--- src/rtl/pin_input_filter.sv ---
// rtl/pin_input_filter.sv - pad input resynchronizer, per-pin glitch filter and edge detector
module pin_input_filter #(
    parameter int WIDTH       = 32,
    parameter int SYNC_STAGES = 2,
    parameter int FILTER_BITS = 4
) (
    input  logic                   clock_160,
    input  logic                   inp_resn,
    input  logic [WIDTH-1:0]       pin_in,
    input  logic [FILTER_BITS-1:0] filt_len,
    input  logic [WIDTH-1:0]       edge_clr,
    output logic [WIDTH-1:0]       pin_filt,
    output logic [WIDTH-1:0]       rise,
    output logic [WIDTH-1:0]       fall,
    output logic [WIDTH-1:0]       edge_flags
);

    logic [WIDTH-1:0]       sync_q [SYNC_STAGES];
    logic [FILTER_BITS-1:0] cnt      [WIDTH];
    logic [FILTER_BITS-1:0] cnt_next [WIDTH];
    logic [WIDTH-1:0]       sync_last;
    logic [WIDTH-1:0]       accept;
    logic [FILTER_BITS-1:0] len_eff;
    logic [FILTER_BITS-1:0] thr;

    assign sync_last = sync_q[SYNC_STAGES-1];
    // A length of 0 behaves like 1: accept on the first disagreeing cycle.
    assign len_eff   = (filt_len == '0) ? FILTER_BITS'(1) : filt_len;
    assign thr       = len_eff - FILTER_BITS'(1);

    always_comb begin
        for (int i = 0; i < WIDTH; i++) begin
            accept[i]   = 1'b0;
            cnt_next[i] = cnt[i];
            if (sync_last[i] == pin_filt[i]) begin
                cnt_next[i] = '0;
            end else if (cnt[i] >= thr) begin
                // >= rather than == so a shortened length takes effect at once
                accept[i]   = 1'b1;
                cnt_next[i] = '0;
            end else begin
                cnt_next[i] = cnt[i] + FILTER_BITS'(1);
            end
        end
    end

    always_ff @(posedge clock_160) begin
        if (!inp_resn) begin
            for (int k = 0; k < SYNC_STAGES; k++) begin
                sync_q[k] <= '0;
            end
            for (int i = 0; i < WIDTH; i++) begin
                cnt[i] <= '0;
            end
            pin_filt   <= '0;
            rise       <= '0;
            fall       <= '0;
            edge_flags <= '0;
        end else begin
            sync_q[0] <= pin_in;
            for (int k = 1; k < SYNC_STAGES; k++) begin
                sync_q[k] <= sync_q[k-1];
            end
            for (int i = 0; i < WIDTH; i++) begin
                cnt[i] <= cnt_next[i];
            end
            pin_filt   <= pin_filt ^ accept;
            rise       <= accept & sync_last;
            fall       <= accept & ~sync_last;
            // set wins over a coincident clear
            edge_flags <= (edge_flags & ~edge_clr) | rise | fall;
        end
    end

endmodule

--- config.mk ---
export PLATFORM = sky130hd
export DESIGN_NAME = pin_input_filter
export DESIGN_NICKNAME = d
export VERILOG_FILES = /design/src/rtl/pin_input_filter.sv
export SDC_FILE = /design/constraint.sdc
export NUM_CORES = 1
export LEC_CHECK = 0
export CAP_MARGIN = 10
export CORE_MARGIN = 2
export CORE_UTILIZATION = 50
export DETAILED_ROUTE_END_ITERATION = 8
export DONT_BUFFER_PORTS = 1
export GPL_ROUTABILITY_DRIVEN = 0
export PLACE_DENSITY = 0.79
export RECOVER_POWER = 50
export SLEW_MARGIN = 20
export SYNTH_ARGS = -nofsm -noshare
export SYNTH_HDL_FRONTEND = slang
export SYNTH_SLANG_ARGS = --single-unit
--- constraint.sdc ---
create_clock -name clock_160 -period 4.8 [get_ports clock_160]
set_input_delay 1.44 -clock clock_160 [delete_from_list [all_inputs] [get_ports clock_160]]
set_output_delay 1.44 -clock clock_160 [all_outputs]
set_load 0.01 [all_outputs]
==> results.json <==
{
  "outcome": "finished, final reports clean",
  "switching_share_pct": 22.6,
  "placed_area_um2": 14300,
  "avgRoutedWirePerCell_um": 15.2,
  "worst_pin_slew_ns": 1.46,
  "timing_worst_setup_path_type": "in -> reg",
  "end_kind": "register",
  "grt_util_met1_pct": 23.5,
  "synth.yosys.seq_area_share_pct": 45.6,
  "grt_pass1_vias": 9947,
  "clock_path_buffers": 3,
  "num_rows": 61,
  "coreArea_um2": 27700,
  "cts_resized": 0,
  "drive_above_1_share_pct": 7.83,
  "drt_iter0_drc": 587,
  "cts_tree": "built",
  "cts_buffers": 34,
  "leakage_nw": 6.15,
  "antenna_cells": 0,
  "synth_area_um2": 14000,
  "clock_latency_ns": 0.51,
  "vias": 10400,
  "crit_required_ns": 5.25,
  "start_kind": "input pin",
  "crit_path_max_fanout": 53,
  "finish.instance_area_um2": 15400,
  "die-width_um": 172,
  "port_buffers": 0,
  "cpMostUsedCell": "nor2_1",
  "detail-route-antenna-nets": 0,
  "synth_warnings": 0,
  "htree_levels": 2,
  "finalSetupViolations": 0,
  "min_path_type": "reg -> reg",
  "critPathArrivalTime_ns": 4.06,
  "synthTopCellsByCount": "dfxtp_1, nor2_1, nand2_1, a21oi_1, and2_1",
  "dp.final_hpwl_um": 18900,
  "drc": 0,
  "min_period_over_period_pct": 75.2,
  "pwr-share-clk_pct": 46.4,
  "synth_nets": 1649,
  "drt_pass1_iterations": 5,
  "drv_cap": 0,
  "boundaryPins": 198,
  "use_met3_pct": 4.62,
  "initial_core_util_pct": 50.7,
  "setup_tns_ns": 0,
  "period_needed_ns": 3.61,
  "synthArstFlopShare_pct": 0,
  "netlist.area_leader.share_pct": 45.6,
  "grt_pass1_wl_um": 46900,
  "die_h_um": 172,
  "antenna_found_initial": 0,
  "area_delta_synth_final_pct": 9.83,
  "cts_setup_buffers": 0,
  "synth_area_leaders": "dfxtp_1, ha_1, nor2_1",
  "combPwrFrac_pct": 5.4,
  "peakVddDrop_uv": 250,
  "wl_um": 28800,
  "detail_route.vias_per_cell": 5.46,
  "synthFlopType": "dfxtp_1",
  "fmax_mhz": 277,
  "clock_sinks": 320,
  "critPathSlowestCell": "a21oi_4",
  "finClkSkew_ns": 0.0130,
  "internal_power_mw": 4.37,
  "utilization_pct": 55.7,
  "synth_edf_count": 0,
  "grt-busiest-layer": "met2",
  "cpPeakStageDelay_ns": 0.52,
  "hold_violations": 0,
  "cts_hold_buf": 0,
  "cts-root-buf": "clkbuf_16",
  "cts.clk_slew.worst_paths_ns": 0.06,
  "grt_max_degree": 161,
  "grt.total_usage_pct": 19.4,
  "die_area_um2": 29400,
  "p_sw_mw": 1.28,
  "worstPathCellList": "or2_0 -> nor2_1 -> a21oi_4 -> buf_4 -> ha_1 -> o21a_1 -> a211o_1 -> a2111oi_2 -> o221ai_1 -> nor2_1",
  "overflow": 0,
  "p_per_area_nw_per_um2": 366,
  "maxSlewViolCount": 0,
  "syn_inst": 1515,
  "avgSynthCellArea_um2": 9.27,
  "synth.largest_area_cell": "dfxtp_1",
  "synth_most_common_cell": "dfxtp_1",
  "post_synth_num_cell_types": 62,
  "fin_nets": 1629,
  "use_met2_pct": 34.0,
  "synth-seq-cells": 320,
  "rsz0062_at_grt": "false",
  "power_frac_seq_pct": 48.3,
  "max_slew_margin_pct": 2.87,
  "fillers": 2375
}
-- layout by cell type (no fill, tap or decap), types with 20 or more instances in the layout --
cell type	netlist	final
and2_1	65	50
xor2_1	51	51
nor2_1	196	195
nand2_1	81	81
o21a_1	22	22
o21ai_0	50	50
mux2i_1	30	30
nor2b_1	30	30
inv_1	50	50
clkbuf_16	0	34
dfxtp_1	320	320
nand2b_1	56	56
a21oi_1	67	66
nor3_1	20	20
nand3_1	43	43
ha_1	64	64
or3b_2	22	22
and3_1	56	56
xnor2_1	43	43
-- critical path: cells and delay by family --
family / cells / cell delay (ns)
compound gates: 5 / 1.50
buf+inv: 1 / 0.30
fa+ha+maj: 1 / 0.27
simple gates: 3 / 0.48
-- worst paths after layout --
path / cells after the start / from / slack, ns / endpoint
hold / removal: 1 / sync_q[0][30] / 0.43 / sync_q[0][62]
setup reg to reg: 6 / cnt[0][13] / 2.81 / register
hold reg to reg: 1 / sync_q[0][30] / 0.43 / sync_q[0][62]
setup / recovery: 10 / filt_len[1] / 1.19 / cnt[1][34]
-- state kept, by name, summed over array words and instances (netlist names), named ones only --
name        flops
cnt           128
edge_flags     32
fall           32
rise           32
sync_q         64
-- kinds of logic after synthesis --
kind of cell | after synthesis | synth area share (%)
muxes | 30 | 2.14
adders and majority gates | 81 | 6.91
AOI/OAI and AO/OA | 256 | 12.8
xor gates and xnor gates | 94 | 5.86
buffers and inverters | 113 | 3.44
and+or+nand+nor | 621 | 23.3
DFF | 320 | 45.6
-- final cells by class --
type	instances	area (um2)	area share [%]
tap	378	473	3.07
timing repair buffer	6	41.3	0.268
multi-input combinational	1082	7180	46.5
clock buffer	48	1010	6.57
inverter	51	191	1.24
sequential	320	6410	41.5
clock inverter	13	125	0.811
-- stage by stage --
step | worst slack (ns) | hold WS, ns | power [mW] | cells
floorplan | 0.262 | 0.412 | 3.06 | 1515
global placement | 0.712 | 0.414 | 3.08 | 1837
detailed placement | 0.664 | 0.419 | 3.09 | 1837
CTS | 1.19 | 0.434 | 5.70 | 1898
global route | 1.02 | 0.441 | 5.86 | 1898
finish | 1.19 | 0.431 | 5.65 | 1898
-- power groups by stage --
stage | Sequential (mW) | Combinational (mW) | Clock, mW
4_1_cts | 2.73 | 0.305 | 2.67
2_1_floorplan | 2.78 | 0.285 | 0
3_3_place_gp | 2.79 | 0.290 | 0
6_report | 2.73 | 0.302 | 2.62
5_1_grt | 2.73 | 0.338 | 2.79
3_5_place_dp | 2.79 | 0.302 | 0
-- routing by layer --
| metal | routed length, um | up-vias |
|---|---|---|
| li1 | - | 5180 |
| met1 | 12600 | 4861 |
| met2 | 13700 | 266 |
| met3 | 1880 | 53 |
| met4 | 609 | 0 |
| met5 | 0 | - |
Power figures use the tool's default switching activity.
